<file path="config.mk">
export PLATFORM = sky130hd
export DESIGN_NAME = key_matrix_scan
export DESIGN_NICKNAME = d
export VERILOG_FILES = /design/src/rtl/key_matrix_scan_pkg.sv /design/src/rtl/key_matrix_scan_debounce.sv /design/src/rtl/key_matrix_scan.sv
export SDC_FILE = /design/constraint.sdc
export NUM_CORES = 1
export LEC_CHECK = 0
export BUFFER_PORTS_ARGS = -buffer_cell sky130_fd_sc_hd__buf_2
export CAP_MARGIN = 20
export CORE_MARGIN = 3
export CORE_UTILIZATION = 55
export DETAILED_ROUTE_END_ITERATION = 8
export PLACE_DENSITY = 0.85
export SLEW_MARGIN = 20
export SYNTH_ARGS = -nofsm -noshare
export SYNTH_HDL_FRONTEND = slang
export SYNTH_HIERARCHICAL = 1
export SYNTH_SLANG_ARGS = --single-unit
</file>
<file path="constraint.sdc">
create_clock -name clk -period 4.39 [get_ports clk]
set_clock_uncertainty 0.1 [all_clocks]
set_input_delay 0.439 -clock clk [delete_from_list [all_inputs] [get_ports clk]]
set_output_delay 0.439 -clock clk [all_outputs]
set_load 0.05 [all_outputs]
</file>
<file path="src/rtl/key_matrix_scan_pkg.sv">
// Shared keypad/display constants, FSM state encoding and small map helpers
// used by the keypad scanner and its debounce stage.
package key_matrix_scan_pkg;

    localparam logic [15:0] SCAN_MAX_DEF   = 16'd49_999;
    localparam logic [3:0]  DEB_FRAMES_DEF = 4'd5;

    typedef enum logic [1:0] {
        ST_IDLE  = 2'd0,
        ST_HELD  = 2'd1,
        ST_MULTI = 2'd2
    } kms_state_t;

    function automatic logic is_onehot16(input logic [15:0] m);
        return (m != 16'd0) && ((m & (m - 16'd1)) == 16'd0);
    endfunction

    // Only meaningful for a one-hot map; returns the position of the set bit.
    function automatic logic [3:0] onehot_idx16(input logic [15:0] m);
        logic [3:0] idx;
        idx = 4'd0;
        for (int i = 0; i < 16; i++) begin
            if (m[i]) begin
                idx = 4'(i);
            end
        end
        return idx;
    endfunction

endpackage

</file>
<file path="src/rtl/key_matrix_scan_debounce.sv">
// Whole-keypad debounce: a frame is accepted once DEB_FRAMES consecutive
// identical frames have been seen; the accepted map is held until the next one.
module key_frame_debounce
    import key_matrix_scan_pkg::*;
#(
    parameter logic [3:0] DEB_FRAMES = DEB_FRAMES_DEF
) (
    input  logic        clk,
    input  logic        rst,
    input  logic        i_frame_done,
    input  logic [15:0] i_frame,
    output logic [15:0] o_key_map
);

    localparam logic [3:0] DEB_LAST = DEB_FRAMES - 4'd1;

    logic [15:0] r_cand;
    logic [3:0]  r_deb_cnt;
    logic [15:0] r_key_map;

    always_ff @(posedge clk or negedge rst) begin
        if (!rst) begin
            r_cand    <= 16'd0;
            r_deb_cnt <= 4'd0;
        end else if (i_frame_done) begin
            if (i_frame == r_cand) begin
                if (r_deb_cnt != DEB_LAST) begin
                    r_deb_cnt <= r_deb_cnt + 4'd1;
                end
            end else begin
                r_cand    <= i_frame;
                r_deb_cnt <= 4'd0;
            end
        end
    end

    // Re-writing the same cand while saturated is harmless and keeps this a plain compare.
    always_ff @(posedge clk or negedge rst) begin
        if (!rst) begin
            r_key_map <= 16'd0;
        end else if (r_deb_cnt == DEB_LAST) begin
            r_key_map <= r_cand;
        end
    end

    assign o_key_map = r_key_map;

endmodule

</file>
<file path="src/rtl/key_matrix_scan.sv">
// 4x4 keypad scanner: walks an active-low row strobe with 1 ms slots, samples
// the synchronized columns into a frame, debounces it and reports single keys.
module key_matrix_scan
    import key_matrix_scan_pkg::*;
#(
    parameter logic [15:0] SCAN_MAX   = SCAN_MAX_DEF,
    parameter logic [3:0]  DEB_FRAMES = DEB_FRAMES_DEF
) (
    input  logic        clk,
    input  logic        rst,
    input  logic [3:0]  col,
    output logic [3:0]  row,
    output logic [3:0]  key_code,
    output logic        key_valid,
    output logic        key_down,
    output logic [15:0] key_map
);

    // Synchronizer stores the inverted columns so its cleared state means "nothing pressed".
    logic [3:0]  r_sync1;
    logic [3:0]  r_sync2;
    logic [15:0] r_cnt_slot;
    logic [1:0]  r_row_idx;
    logic [3:0]  r_row;
    logic [15:0] r_frame_buf;
    logic        r_frame_done;

    logic        w_sample;
    logic        w_advance;
    logic [1:0]  w_row_idx_nxt;
    logic [15:0] w_key_map;

    assign w_sample      = (r_cnt_slot == SCAN_MAX - 16'd1);
    assign w_advance     = (r_cnt_slot == SCAN_MAX);
    assign w_row_idx_nxt = r_row_idx + 2'd1;

    always_ff @(posedge clk or negedge rst) begin
        if (!rst) begin
            r_sync1 <= 4'd0;
            r_sync2 <= 4'd0;
        end else begin
            r_sync1 <= ~col;
            r_sync2 <= r_sync1;
        end
    end

    always_ff @(posedge clk or negedge rst) begin
        if (!rst) begin
            r_cnt_slot <= 16'd0;
            r_row_idx  <= 2'd0;
            r_row      <= 4'b1110;
        end else if (w_advance) begin
            r_cnt_slot <= 16'd0;
            r_row_idx  <= w_row_idx_nxt;
            r_row      <= ~(4'b0001 << w_row_idx_nxt);
        end else begin
            r_cnt_slot <= r_cnt_slot + 16'd1;
        end
    end

    // Sampling one clock before the row advance gives the columns the whole slot to settle.
    always_ff @(posedge clk or negedge rst) begin
        if (!rst) begin
            r_frame_buf  <= 16'd0;
            r_frame_done <= 1'b0;
        end else begin
            r_frame_done <= w_sample && (r_row_idx == 2'd3);
            if (w_sample) begin
                r_frame_buf[{r_row_idx, 2'b00} +: 4] <= r_sync2;
            end
        end
    end

    key_frame_debounce #(
        .DEB_FRAMES (DEB_FRAMES)
    ) u_debounce (
        .clk          (clk),
        .rst          (rst),
        .i_frame_done (r_frame_done),
        .i_frame      (r_frame_buf),
        .o_key_map    (w_key_map)
    );

    kms_state_t r_state;
    kms_state_t w_state_nxt;
    logic [3:0] r_key_code;
    logic       r_key_valid;
    logic       r_key_down;
    logic [3:0] w_code_nxt;
    logic       w_valid_nxt;
    logic       w_down_nxt;
    logic       w_onehot;
    logic [3:0] w_idx;

    assign w_onehot = is_onehot16(w_key_map);
    assign w_idx    = onehot_idx16(w_key_map);

    always_comb begin
        w_state_nxt = r_state;
        w_code_nxt  = r_key_code;
        w_valid_nxt = 1'b0;
        w_down_nxt  = 1'b0;
        case (r_state)
            ST_IDLE: begin
                if (w_onehot) begin
                    w_state_nxt = ST_HELD;
                    w_code_nxt  = w_idx;
                    w_valid_nxt = 1'b1;
                    w_down_nxt  = 1'b1;
                end else if (w_key_map != 16'd0) begin
                    w_state_nxt = ST_MULTI;
                end
            end
            ST_HELD: begin
                if (w_key_map == 16'd0) begin
                    w_state_nxt = ST_IDLE;
                end else if (!w_onehot) begin
                    w_state_nxt = ST_MULTI;
                end else begin
                    w_down_nxt = 1'b1;
                    // A different single key while held is a roll-over press.
                    if (w_idx != r_key_code) begin
                        w_code_nxt  = w_idx;
                        w_valid_nxt = 1'b1;
                    end
                end
            end
            ST_MULTI: begin
                if (w_key_map == 16'd0) begin
                    w_state_nxt = ST_IDLE;
                end
            end
            default: begin
                w_state_nxt = ST_IDLE;
            end
        endcase
    end

    always_ff @(posedge clk or negedge rst) begin
        if (!rst) begin
            r_state     <= ST_IDLE;
            r_key_code  <= 4'd0;
            r_key_valid <= 1'b0;
            r_key_down  <= 1'b0;
        end else begin
            r_state     <= w_state_nxt;
            r_key_code  <= w_code_nxt;
            r_key_valid <= w_valid_nxt;
            r_key_down  <= w_down_nxt;
        end
    end

    assign row       = r_row;
    assign key_code  = r_key_code;
    assign key_valid = r_key_valid;
    assign key_down  = r_key_down;
    assign key_map   = w_key_map;

endmodule

</file>
# Word level (Yosys, flattened, before mapping)
# Index checks and enable logic that the tools add are counted.
[totals]
register_bits = 91
[classes]
n_addsub = 5
eq_ne = 17
shifts = 3
n_mux = 37
bitwise = 4
n_reduce_logical = 11
[ops]
columns = ["op", "count"]
rows = [
  ["$mux W4", 16],
  ["$eq A16 B16 Y1 const B", 2],
  ["$logic_not A16 Y1", 2],
  ["$add A16 B1 Y16 const B", 1],
  ["$and A16 B16 Y16", 1],
  ["$bwmux W16", 1],
  ["$eq A16 B16 Y1", 1],
  ["$mux W16", 1],
  ["$reduce_bool A16 Y1", 1],
  ["$shift A4 B6 Y16 const A", 1],
  ["$shiftx A4 B6 Y16", 1],
  ["$sub A16 B1 Y16 const B", 1],
  ["$mux W2", 7],
  ["$ne A2 B2 Y1 const B", 6],
  ["$not A4 Y4", 2],
  ["$pmux W4 S2", 1],
  ["$mux W1", 6],
  ["$mux W3", 2],
  ["$ne A3 B3 Y1 const B", 2],
  ["$neg A4 Y6", 1],
  ["$pmux W2 S3", 1],
  ["$reduce_and A5 Y1", 1],
  ["$add A4 B1 Y4 const B", 1],
  ["$eq A2 B2 Y1 const B", 2],
  ["other kinds (13)", 16],
]

# Longest topological paths before layout
# Gate-level depths: netlist of run 1.
[logic_depth]
ltp_word = 20
mapped_depth = 8
depth_no_buf = 8

# Cells and area by module
# Netlist of run 1, hierarchy kept.
[modules_own_cells]
columns = ["mod", "instances", "cells_each", "area_each_um2", "seq_area_each_um2"]
rows = [
  ["key_matrix_scan", 1, 282, 2706.3, 1380.1],
  ["key_frame_debounce", 1, 117, 1649.1, 900.9],
]

# Least setup slack after synthesis of run 1
# No wires, ideal clock.
[synth_path]
path_kind = "register -> register"
from = "register u_debounce.r_key_map[15], in the netlist u_debounce/o_key_map[15]"
to = "register r_key_code[2], in the netlist key_code[2]"
setup_time_ns = 0.125
arrival_time_ns = 2.537
required_time_ns = 4.165
slack_ns = 1.628
stages_incl_launch_ff = 9
path_buffers = 1
synth_period_minus_slack_ns = 2.762
path_cell_list = "dfrtp_1 > buf_6 > or4_4 > a2111oi_4 > nor3_1 > nor3_2 > and2_4 > o21ai_2 > mux2_4"
[synth_via]
elab_chain_len = 6
elab_cells_between_ends = 18
cone_classes = "add/sub: 1; eq/ne: 5; mux: 6; bitwise: 1; reduce/logical: 5"
[synth_rtl]
columns = ["element", "line", "text"]
rows = [
  ["from (decl)", "key_matrix_scan_debounce.sv:19", "logic [15:0] r_key_map;"],
  ["from (signal assigned)", "key_matrix_scan_debounce.sv:42", "r_key_map <= r_cand;"],
  ["$sub A16 B1 Y16", "key_matrix_scan_pkg.sv:15", "return (m != 16'd0) && ((m & (m - 16'd1)) == 16'd0);"],
  ["$and A16 B16 Y16", "key_matrix_scan_pkg.sv:15", ""],
  ["$logic_not A16 Y1", "key_matrix_scan_pkg.sv:15", ""],
  ["$logic_and A1 B1 Y1", "key_matrix_scan_pkg.sv:15", ""],
  ["$ne A2 B2 Y1 (no line)", "-", ""],
  ["$reduce_and A5 Y1 (no line)", "-", ""],
  ["to (signal assigned)", "key_matrix_scan.sv:147", "r_key_code <= w_code_nxt;"],
  ["to (decl)", "key_matrix_scan.sv:86", "logic [3:0] r_key_code;"],
]
# Several ways; a longest one is shown, not always the timed one. The select of a mux whose other input is x is not followed.
# A chain may end at the register's enable or synchronous reset.

# Worst setup path after layout of run 1
[layout_path]
from = "register u_debounce.r_key_map[3], in the netlist u_debounce/o_key_map[3]"
to = "register r_key_code[2], in the netlist key_code[2]"
[layout_via]
elab_chain_len = 16
elab_cells_between_ends = 25
cone_classes = "add/sub: 1; eq/ne: 5; mux: 13; bitwise: 1; reduce/logical: 5"
[layout_rtl]
columns = ["element", "line", "text"]
rows = [
  ["$mux W2", "key_matrix_scan_pkg.sv:23", "if (m[i]) begin"],
  ["$mux W3 (2 in series)", "key_matrix_scan_pkg.sv:23", ""],
  ["$mux W4 (10 in series)", "key_matrix_scan_pkg.sv:23", ""],
  ["$ne A4 B4 Y1", "key_matrix_scan.sv:122", "if (w_idx != r_key_code) begin"],
  ["$ne A2 B2 Y1 (no line)", "-", ""],
  ["$reduce_and A5 Y1 (no line) *", "-", ""],
]
# Every way passes the cells marked *; elsewhere a longest branch is shown, timed or not.

==> results of run 1 <==
==> report_power, final <==
part | internal, mW | switching [mW]
combinational | 0.00300 | 0.0164
sequential | 0.841 | 0.00297
clock | 0.325 | 0.288
total | 1.17 | 0.307
==> layer usage <==
| layer | global-route usage (%) | vias to the layer above |
|---|---|---|
| li1 | - | 1476 |
| met1 | 27.78 | 1492 |
| met2 | 34.70 | 102 |
| met3 | 4.462 | 13 |
| met4 | 8.053 | 0 |
| met5 | 0 | - |
==> worst max-delay path by stage <==
stage          slack [ps]                      from  cells past startpoint           to
6_report             1630   u_debounce/o_key_map[3]                      7  key_code[2]
3_5_place_dp         1660   u_debounce/o_key_map[3]                      7  key_code[2]
4_1_cts              1640   u_debounce/o_key_map[3]                      7  key_code[2]
5_1_grt              1510   u_debounce/o_key_map[3]                      7  key_code[3]
2_1_floorplan        1630  u_debounce/o_key_map[15]                      8  key_code[2]
3_3_place_gp         1710   u_debounce/o_key_map[2]                      7  key_code[2]
==> final cells by class <==
cell class / instances / area (um2) / share of cell area [%]
clock buffer: 11 / 131.4 / 2.742
clock inverter: 5 / 85.08 / 1.776
inverter: 18 / 67.56 / 1.410
multi-input combinational: 280 / 1937 / 40.43
sequential: 91 / 2281 / 47.61
tap: 99 / 123.9 / 2.586
timing repair buffer: 32 / 165.2 / 3.447
==> flip-flops by register name, summed over array words and instances, names as in the netlist, 4 cells and up <==
register	cells
u_debounce/r_deb_cnt	4
key_code	4
r_sync2	4
u_debounce/o_key_map	16
u_debounce/r_cand	16
r_sync1	4
r_cnt_slot	16
r_frame_buf	16
row	4
==> cells in the mapped netlist (2+ instances only) <==
| master | number | area share, % |
|---|---|---|
| a21oi_1 | 9 | 1.0 |
| and3_1 | 5 | 0.72 |
| buf_6 | 2 | 0.52 |
| clkbuf_1 | 6 | 0.52 |
| dfrtp_1 | 88 | 51 |
| dfstp_2 | 3 | 1.8 |
| ha_1 | 9 | 2.6 |
| inv_1 | 18 | 1.6 |
| mux2_2 | 23 | 5.9 |
| mux2_4 | 12 | 4.1 |
| nand2_1 | 56 | 4.8 |
| nand2b_1 | 4 | 0.57 |
| nand3_1 | 8 | 0.92 |
| nand4_1 | 11 | 1.6 |
| nor2_1 | 24 | 2.1 |
| nor3_1 | 6 | 0.69 |
| nor3b_1 | 3 | 0.52 |
| nor4_1 | 7 | 1.0 |
| o21ai_0 | 33 | 3.8 |
| o31ai_1 | 5 | 0.86 |
| or2_2 | 3 | 0.43 |
| or3_1 | 3 | 0.43 |
| or4_1 | 4 | 0.69 |
| xnor2_1 | 23 | 4.6 |
| xor2_1 | 6 | 1.2 |
==> through the flow <==
| step | power [mW] | utilization, % | hold WS, ps | std cells |
|---|---|---|---|---|
| finish | 1.476 | 64.33 | 38.49 | 536 |
| global route | 1.535 | 64.33 | 86.41 | 536 |
| CTS | 1.498 | 64.33 | 53.29 | 536 |
| floorplan | 0.8611 | - | 43.41 | 399 |
| global placement | 0.8807 | 61.42 | 231.3 | 520 |
| detailed placement | 0.8815 | 61.42 | 235.8 | 520 |
==> kinds of logic after synthesis <==
logic type                 share of synthesized area (%)
and+or+nand+nor                                    16.17
DFF                                                52.37
AOI/OAI and AO/OA                                  9.538
muxes                                              10.34
xor gates and xnor gates                           5.832
buffers and inverters                              3.160
adders and majority gates                          2.586
==> metrics.txt, run 1 <==
max-cap viol count 0; DPL Wire Length 6128 um; fmax 362.3 MHz; Syn Inst Count 399; hold-fix buffers at CTS 0; crit-path max cell delay 710 ps; clock sink count 91; R2R depth 7; first-pass GRT wire length 14690 um; worst reg2reg path startpoint u_debounce/o_key_map[3]; worst path bufs/invs 0; Clock Tree Root clkbuf_8; Met2 Wirelength 4171 um; via count 3083; Slew Viols, Final 0; Async SR Flop Fraction 100.0%; I/O pin cnt 32; die area 0.009023 mm2; clock buffer count from CTS 9; unrepaired setup endpoints after global routing no; Final Wtd Congestion 0.8399; post-layout min period 2760 ps; Area Overhead vs Synth 9.997%; Via-to-Cell Ratio 5.752; Routed Antenna Nets 0; worst min path class input port to async pin; Synth cell types 53; critical path endpoint category flip-flop; top layer in use met4; highest-count cells in the layout ignoring fill and taps 88 x dfrtp_1, 56 x nand2_1, 33 x o21ai_0; Post-route DRC 0; Synth Flop Type dfrtp_1; largest net degree at the start of global routing 64; Clk Latency, worst-skew pair 360 ps; Syn Nets 414; DR WL met3 450 um; core area 0.007447 mm2; CP cell instances or4_1, o41ai_1, nand4_1, nor3_2, and2_4, o21ai_2, mux2_4; Row Count 31; FF+latch count, synth 91; Synth Cell Area 0.004355 mm2; Fin. Hold Viols 0; Yosys warnings 6; final net count 447; Die Span X 94.99 um; H-Tree Depth 3; delay-heaviest family, CP simple AND/OR/NAND/NOR gates; Placed Area 0.004574 mm2; EDFF count, synth 0; clock buffer depth 2; Worst Path Arrival 2910 ps; initial core utilization 58.48%; met1 WL 3744 um; Starting DRT DRC Count 140; DIE HEIGHT 94.99 um; port bufs 31; Leak 2.297 nW; Clock transition at path regs 90 ps; Slew HR 34.30%; status finished clean; Worst R2R End key_code[2]; drt total wl 8510 um; setup repair bufs after CTS 0; syn_area_per_cell 10.92 um2; TritonCTS clock tree built; pwr/cell area 308.2 mW/mm2; post-placement setup slack 1659 ps; vias in the first global route 3025; post-CTS resize count 0; Peak VDD IR 0.1753 mV; CP max FO 8; TNS Setup 0 ps; crit path launch type flip-flop; design area 0.004791 mm2; Ant. Diodes 0; share of cells above drive strength 1 21.51%; worst slew pin tran 982.7 ps; GRT Overall Usage 21.21%; Crit-path slowest cell or4_1; final setup violation count 0; WS Path Type flip-flop to flip-flop; most common cell after layout, fill and taps aside dfrtp_1; Final Cycle Share 62.87%; fillers 604; post-synthesis sequential area ratio 52.37%; initial antenna violation count 0; CP required 4540 ps; TritonRoute pass-1 iters 5; flop2flop setup slack 1630 ps; GR Overflow Total 0; final worst slack 1630 ps; drt wl/cell 15.88 um
(Power assumes the default switching activity.)
==> run 2: changes to the inputs <==
- CORE_UTILIZATION: 55 -> 54
- PLACE_DENSITY: 0.85 -> 0.87
- clock period: 4.39 -> 2.2 ns (I/O delays scaled with it)
==> run 2 against run 1 <==
  * The run now ends with negative setup slack left
  * Worst hold slack better by 210 ps
  * Register-to-register slack worse by 1900 ps
  * First-iteration DRC count down 14%
  * Critical endpoint is now key_code[3]
  * Largest cell class unchanged
  * Largest power group unchanged
  * Highest routed layer unchanged
==> metrics.txt, run 2 (synthesis gave the netlist of run 1 again) <==
clock buffer depth 2 (unchanged); largest net degree at the start of global routing 50 (-22%); Clock Tree Root clkbuf_8; TritonRoute pass-1 iters 4 (-1); DIE HEIGHT 95.81 um (+0.86%); initial antenna violation count 0 (unchanged); Die Span X 95.81 um (+0.86%); Slew HR 59.01% (+25 points); final net count 489 (+9.4%); Area Overhead vs Synth 18.64%; share of cells above drive strength 1 30.90% (+9.4 points); port bufs 31 (unchanged); Ant. Diodes 0 (unchanged); Starting DRT DRC Count 121 (-14%); worst reg2reg path startpoint u_debounce/o_key_map[3]; core area 0.007767 mm2 (+4.3%); CP max FO 7 (-1); clock sink count 91 (unchanged); Final Wtd Congestion 0.8758 (+4.3%); highest-count cells in the layout ignoring fill and taps 77 x dfrtp_1, 56 x nand2_1, 35 x buf_4; Core Util, Final 66.53% (+2.2 points); CP required 2340 ps (-2200 ps); worst hold start r_sync1[1]; Via-to-Cell Ratio 5.628 (-2.1%); Clock transition at path regs 90 ps (about the same); Fin. Hold Viols 0 (unchanged); WS Path Type flip-flop to flip-flop; drt total wl 9070 um (+6.6%); final setup violation count 6 (+6); clock buffer count from CTS 9 (unchanged); first-pass GRT wire length 15120 um (+3.0%); DPL Wire Length 6640 um (+8.4%); max-cap viol count 0 (unchanged); Slew Viols, Final 0 (unchanged); final worst slack -291.4 ps (-1921 ps); TNS Setup -1322 ps (-1322 ps); GRT Overall Usage 21.13% (-0.081 points); most common cell after layout, fill and taps aside dfrtp_1; crit path launch type flip-flop; worst min path class flip-flop to flip-flop; vias in the first global route 3344 (+11%); via count 3270 (+6.1%); pwr/cell area 527.1 mW/mm2 (+71%); Peak VDD IR 0.4282 mV (+140%); unrepaired setup endpoints after global routing yes; Post-route DRC 0 (unchanged); drt wl/cell 15.61 um (-1.7%); worst slew pin tran 614.8 ps (-367.9 ps); Worst Path Arrival 2630 ps (-280 ps); GR Overflow Total 0 (unchanged); Final Cycle Share 113.2% (+50 points); Clk Latency, worst-skew pair 350 ps (about the same); failing checks negative setup slack; I/O pin cnt 32 (unchanged); post-layout min period 2491 ps (-268.7 ps); post-placement setup slack -357.1 ps (-2016 ps); TritonCTS clock tree built; critical path endpoint category flip-flop; Leak 2.500 nW (+8.8%); fmax 401.4 MHz (+11%); H-Tree Depth 3 (unchanged); status finished with violations; Row Count 32 (+3.2%); initial core utilization 56.07% (-2.4 points); Setup crit start u_debounce/o_key_map[3]; Routed Antenna Nets 0 (unchanged); die area 0.009180 mm2 (+1.7%)
run 2: cell count changes in the layout (fill, tap and decap cells not counted), sizes merged:
cell,before,now
clkinv,0,3
inv,20,18
dlygate4sd3,0,5
buf,32,69
bufinv,2,0
clkbuf,11,12
run 2: cell type report:
class | count | area, um2
clock buffers | 12 | 145.1
clock inverters | 4 | 26.28
fillers | 580 | 2600
inverters | 18 | 67.56
multi-input cells | 280 | 1981
flip-flops and latches | 91 | 2295
well taps | 102 | 127.6
repair buffers | 74 | 525.5
run 2: layer usage:
metal / wire length [um] / GRT usage, % / share of wire [%] / up-vias
li1: - / - / - / 1554
met3: 342 / 4.457 / 3.8 / 20
met2: 4741 / 37.35 / 52 / 70
met4: 204 / 8.531 / 2.2 / 0
met5: 0 / 0 / 0 / -
met1: 3781 / 24.96 / 42 / 1626
run 2: where the power goes:
part	leakage (nW)	internal, mW	switching (mW)
registers	1.21	1.68	0.00541
logic	1.20	0.0143	0.0342
clock network	0.0863	0.441	0.551
run 2: per-stage QoR:
stage / hold WS [ps] / cell area (um2) / total power, mW / cells
after floorplan: -175.6 / 4390 / 1.718 / 399
after CTS: 256.3 / 5142 / 2.758 / 581
after global routing: 268.7 / 5167 / 2.839 / 581
final: 252.5 / 5167 / 2.724 / 581
after detailed placement: 171.4 / 4880 / 1.762 / 556
after global placement: 161.0 / 4880 / 1.760 / 556
run 2: worst paths after layout:
check                                end  slack (ps)  cells after the start
max                          key_code[3]        -290                      7
min                           r_sync2[1]         250                      0
max reg2reg                  key_code[3]        -290                      7
min reg2reg                   r_sync2[1]         250                      0
max in group asynchronous  r_cnt_slot[3]        1020                      3
min in group asynchronous     r_state[0]         310                      2
run 2: critical path, cell delays in order, from the launching register on:
cell and delay, ps:
dfrtp_2 410, or4_4 580, o41ai_2 330, nand4_1 140, nor3_2 230, and2_4 220, o21ai_4 80, mux2_4 310
run 2: what timing repair did:
action / 4_1_cts / 5_1_grt
cloned: 0 / 0
pin swaps: 1 / 7
buffers inserted: 4 / 1
endpoints found under the hold margin: 49 / 0
hold buffers: 5 / 0
gates resized for setup: 3 / 8
setup endpoints to repair: 5 / 31
==> run 3: changes to the inputs <==
- CORE_UTILIZATION: 54 -> 55
- PLACE_DENSITY: 0.87 -> 0.85
- clock period: 2.2 -> 2.86 ns (I/O delays scaled with it)
==> run 3 against run 2 <==
  * The run now ends clean
  * Final cell count down 6.0%
  * Count of clock-buffer cells in the layout decreased by 2
  * Non-clock buffer count shrank 32
  * Routed wire length down 9.8%
  * Flip-flop and latch count unchanged
  * Design area shrank 5.7%
  * Core utilization down 1.1 points
  * Worst hold slack better by 4.5 ps
  * Combinational power fell by 23%
  * Critical endpoint is now key_code[2]
==> metrics.txt, run 3 (synthesis gave the netlist of run 1 again) <==
Fin. Hold Viols 0 (unchanged); drt wl/cell 14.99 um (-4.0%); H-Tree Depth 3 (unchanged); WS Path Type flip-flop to flip-flop; worst slew pin tran 911.9 ps (+297.1 ps); first-pass GRT wire length 14100 um (-6.8%); TritonCTS clock tree built; pwr/cell area 449.9 mW/mm2 (-15%); Clock transition at path regs 90 ps (about the same); worst min path class flip-flop to flip-flop; TNS Setup 0 ps (+1322 ps); Row Count 31 (-3.1%); setup repair bufs after CTS 0 (-4); DPL Wire Length 5957 um (-10%); port bufs 31 (unchanged); most common cell after layout, fill and taps aside dfrtp_1; Cells after DPL 525 (-5.6%); Peak VDD IR 0.3334 mV (-22%); Core Util, Final 65.41% (-1.1 points); Layout Cells excl Fill 546 (-6.0%); clock sink count 91 (unchanged); fillers 577 (-0.52%); final net count 457 (-6.5%); Starting DRT DRC Count 148 (+22%); Routed Antenna Nets 0 (unchanged); clock buffer depth 2 (unchanged); I/O pin cnt 32 (unchanged); Clock Tree Root clkbuf_8; Die Span X 94.99 um (-0.86%); Worst Path Arrival 2860 ps (+230 ps); Leak 2.342 nW (-6.3%); initial antenna violation count 0 (unchanged); Final Wtd Congestion 0.9884 (+13%); critical path endpoint category flip-flop; GR Overflow Total 0 (unchanged); worst hold start r_sync1[0]; post-CTS resize count 0 (-3); post-layout min period 2724 ps (+232.8 ps); die area 0.009023 mm2 (-1.7%); highest-count cells in the layout ignoring fill and taps 88 x dfrtp_1, 56 x nand2_1, 33 x o21ai_0; Multi-input gate area 0.001937 mm2 (-2.2%); post-placement setup slack 189.1 ps (+546.2 ps); final setup violation count 0 (-6); final worst slack 135.7 ps (+427.2 ps); Post-route DRC 0 (unchanged); Reg area 0.002281 mm2 (-0.60%); Setup crit start u_debounce/o_key_map[2]; GRT Overall Usage 20.14% (-0.99 points); Via-to-Cell Ratio 5.581 (-0.85%); Pwr Total 2.191 mW (-20%); clock buffer count from CTS 9 (unchanged); Area Overhead vs Synth 11.84%; unrepaired setup endpoints after global routing no; largest net degree at the start of global routing 92 (+84%); drt total wl 8183 um (-9.8%); CP max FO 8 (+1); vias in the first global route 2974 (-11%); CP required 3000 ps (+660 ps); via count 3047 (-6.8%); share of cells above drive strength 1 22.37% (-8.5 points); fmax 367.1 MHz (-8.5%); initial core utilization 58.48% (+2.4 points); worst reg2reg path startpoint u_debounce/o_key_map[2]; max-cap viol count 0 (unchanged); TritonRoute pass-1 iters 5 (+1); Clk Latency, worst-skew pair 360 ps (about the same); core area 0.007447 mm2 (-4.1%); DIE HEIGHT 94.99 um (-0.86%); Ant. Diodes 0 (unchanged); Slew HR 39.04% (-20 points); crit path launch type flip-flop; status finished clean; Slew Viols, Final 0 (unchanged); Final Cycle Share 95.25% (-18 points)
[run 3: report_power, final]
group | switching [mW] | total, mW | internal (mW)
registers | 0.00378 | 1.30 | 1.29
clock network | 0.447 | 0.859 | 0.412
logic | 0.0264 | 0.0375 | 0.0111
total | 0.477 | 2.19 | 1.71
[run 3: metal layers]
layer	global-route usage, %	up-vias	part of all wire [%]
met3	5.498	15	5.9
li1	-	1491	-
met1	25.66	1459	44
met5	0	-	0
met4	7.933	0	1.9
met2	32.71	82	48
[run 3: layout make-up]
| cell class | count | share of cell area, % |
|---|---|---|
| Sequential cell | 91 | 46.83 |
| Multi-Input combinational cell | 280 | 39.76 |
| Timing Repair Buffer | 42 | 5.446 |
| Clock buffer | 10 | 2.620 |
| Tap cell | 99 | 2.543 |
| Clock inverter | 6 | 1.413 |
| Inverter | 18 | 1.387 |
[run 3: worst paths after layout]
check / endpoint / slack [ps] / depth (start not counted)
max: key_code[2] / 140 / 7
min: r_sync2[0] / 260 / 0
max reg2reg: key_code[2] / 140 / 7
min reg2reg: r_sync2[0] / 260 / 0
max in group asynchronous: row[2] / 1880 / 3
min in group asynchronous: key_code[3] / 400 / 3
[run 3: per-stage QoR]
step           cell area, um2  hold WS (ps)
2_1_floorplan            4355        -109.6
6_report                 4871         257.0
3_5_place_dp             4624         236.4
4_1_cts                  4871         260.0
3_3_place_gp             4624         231.5
5_1_grt                  4871         271.1
[run 3: repair_timing]
item | CTS | global route
hold buffers | 5 | 0
endpoints found under the hold margin | 92 | 0
setup endpoints to repair | 0 | 0
[run 3: critical path: stages, from the launching register on]
cell and delay [ps]:
dfrtp_1 430, or4_1 710, o41ai_2 390, nand4_1 150, nor3_2 230, and2_4 210
o21ai_2 90, mux2_4 310
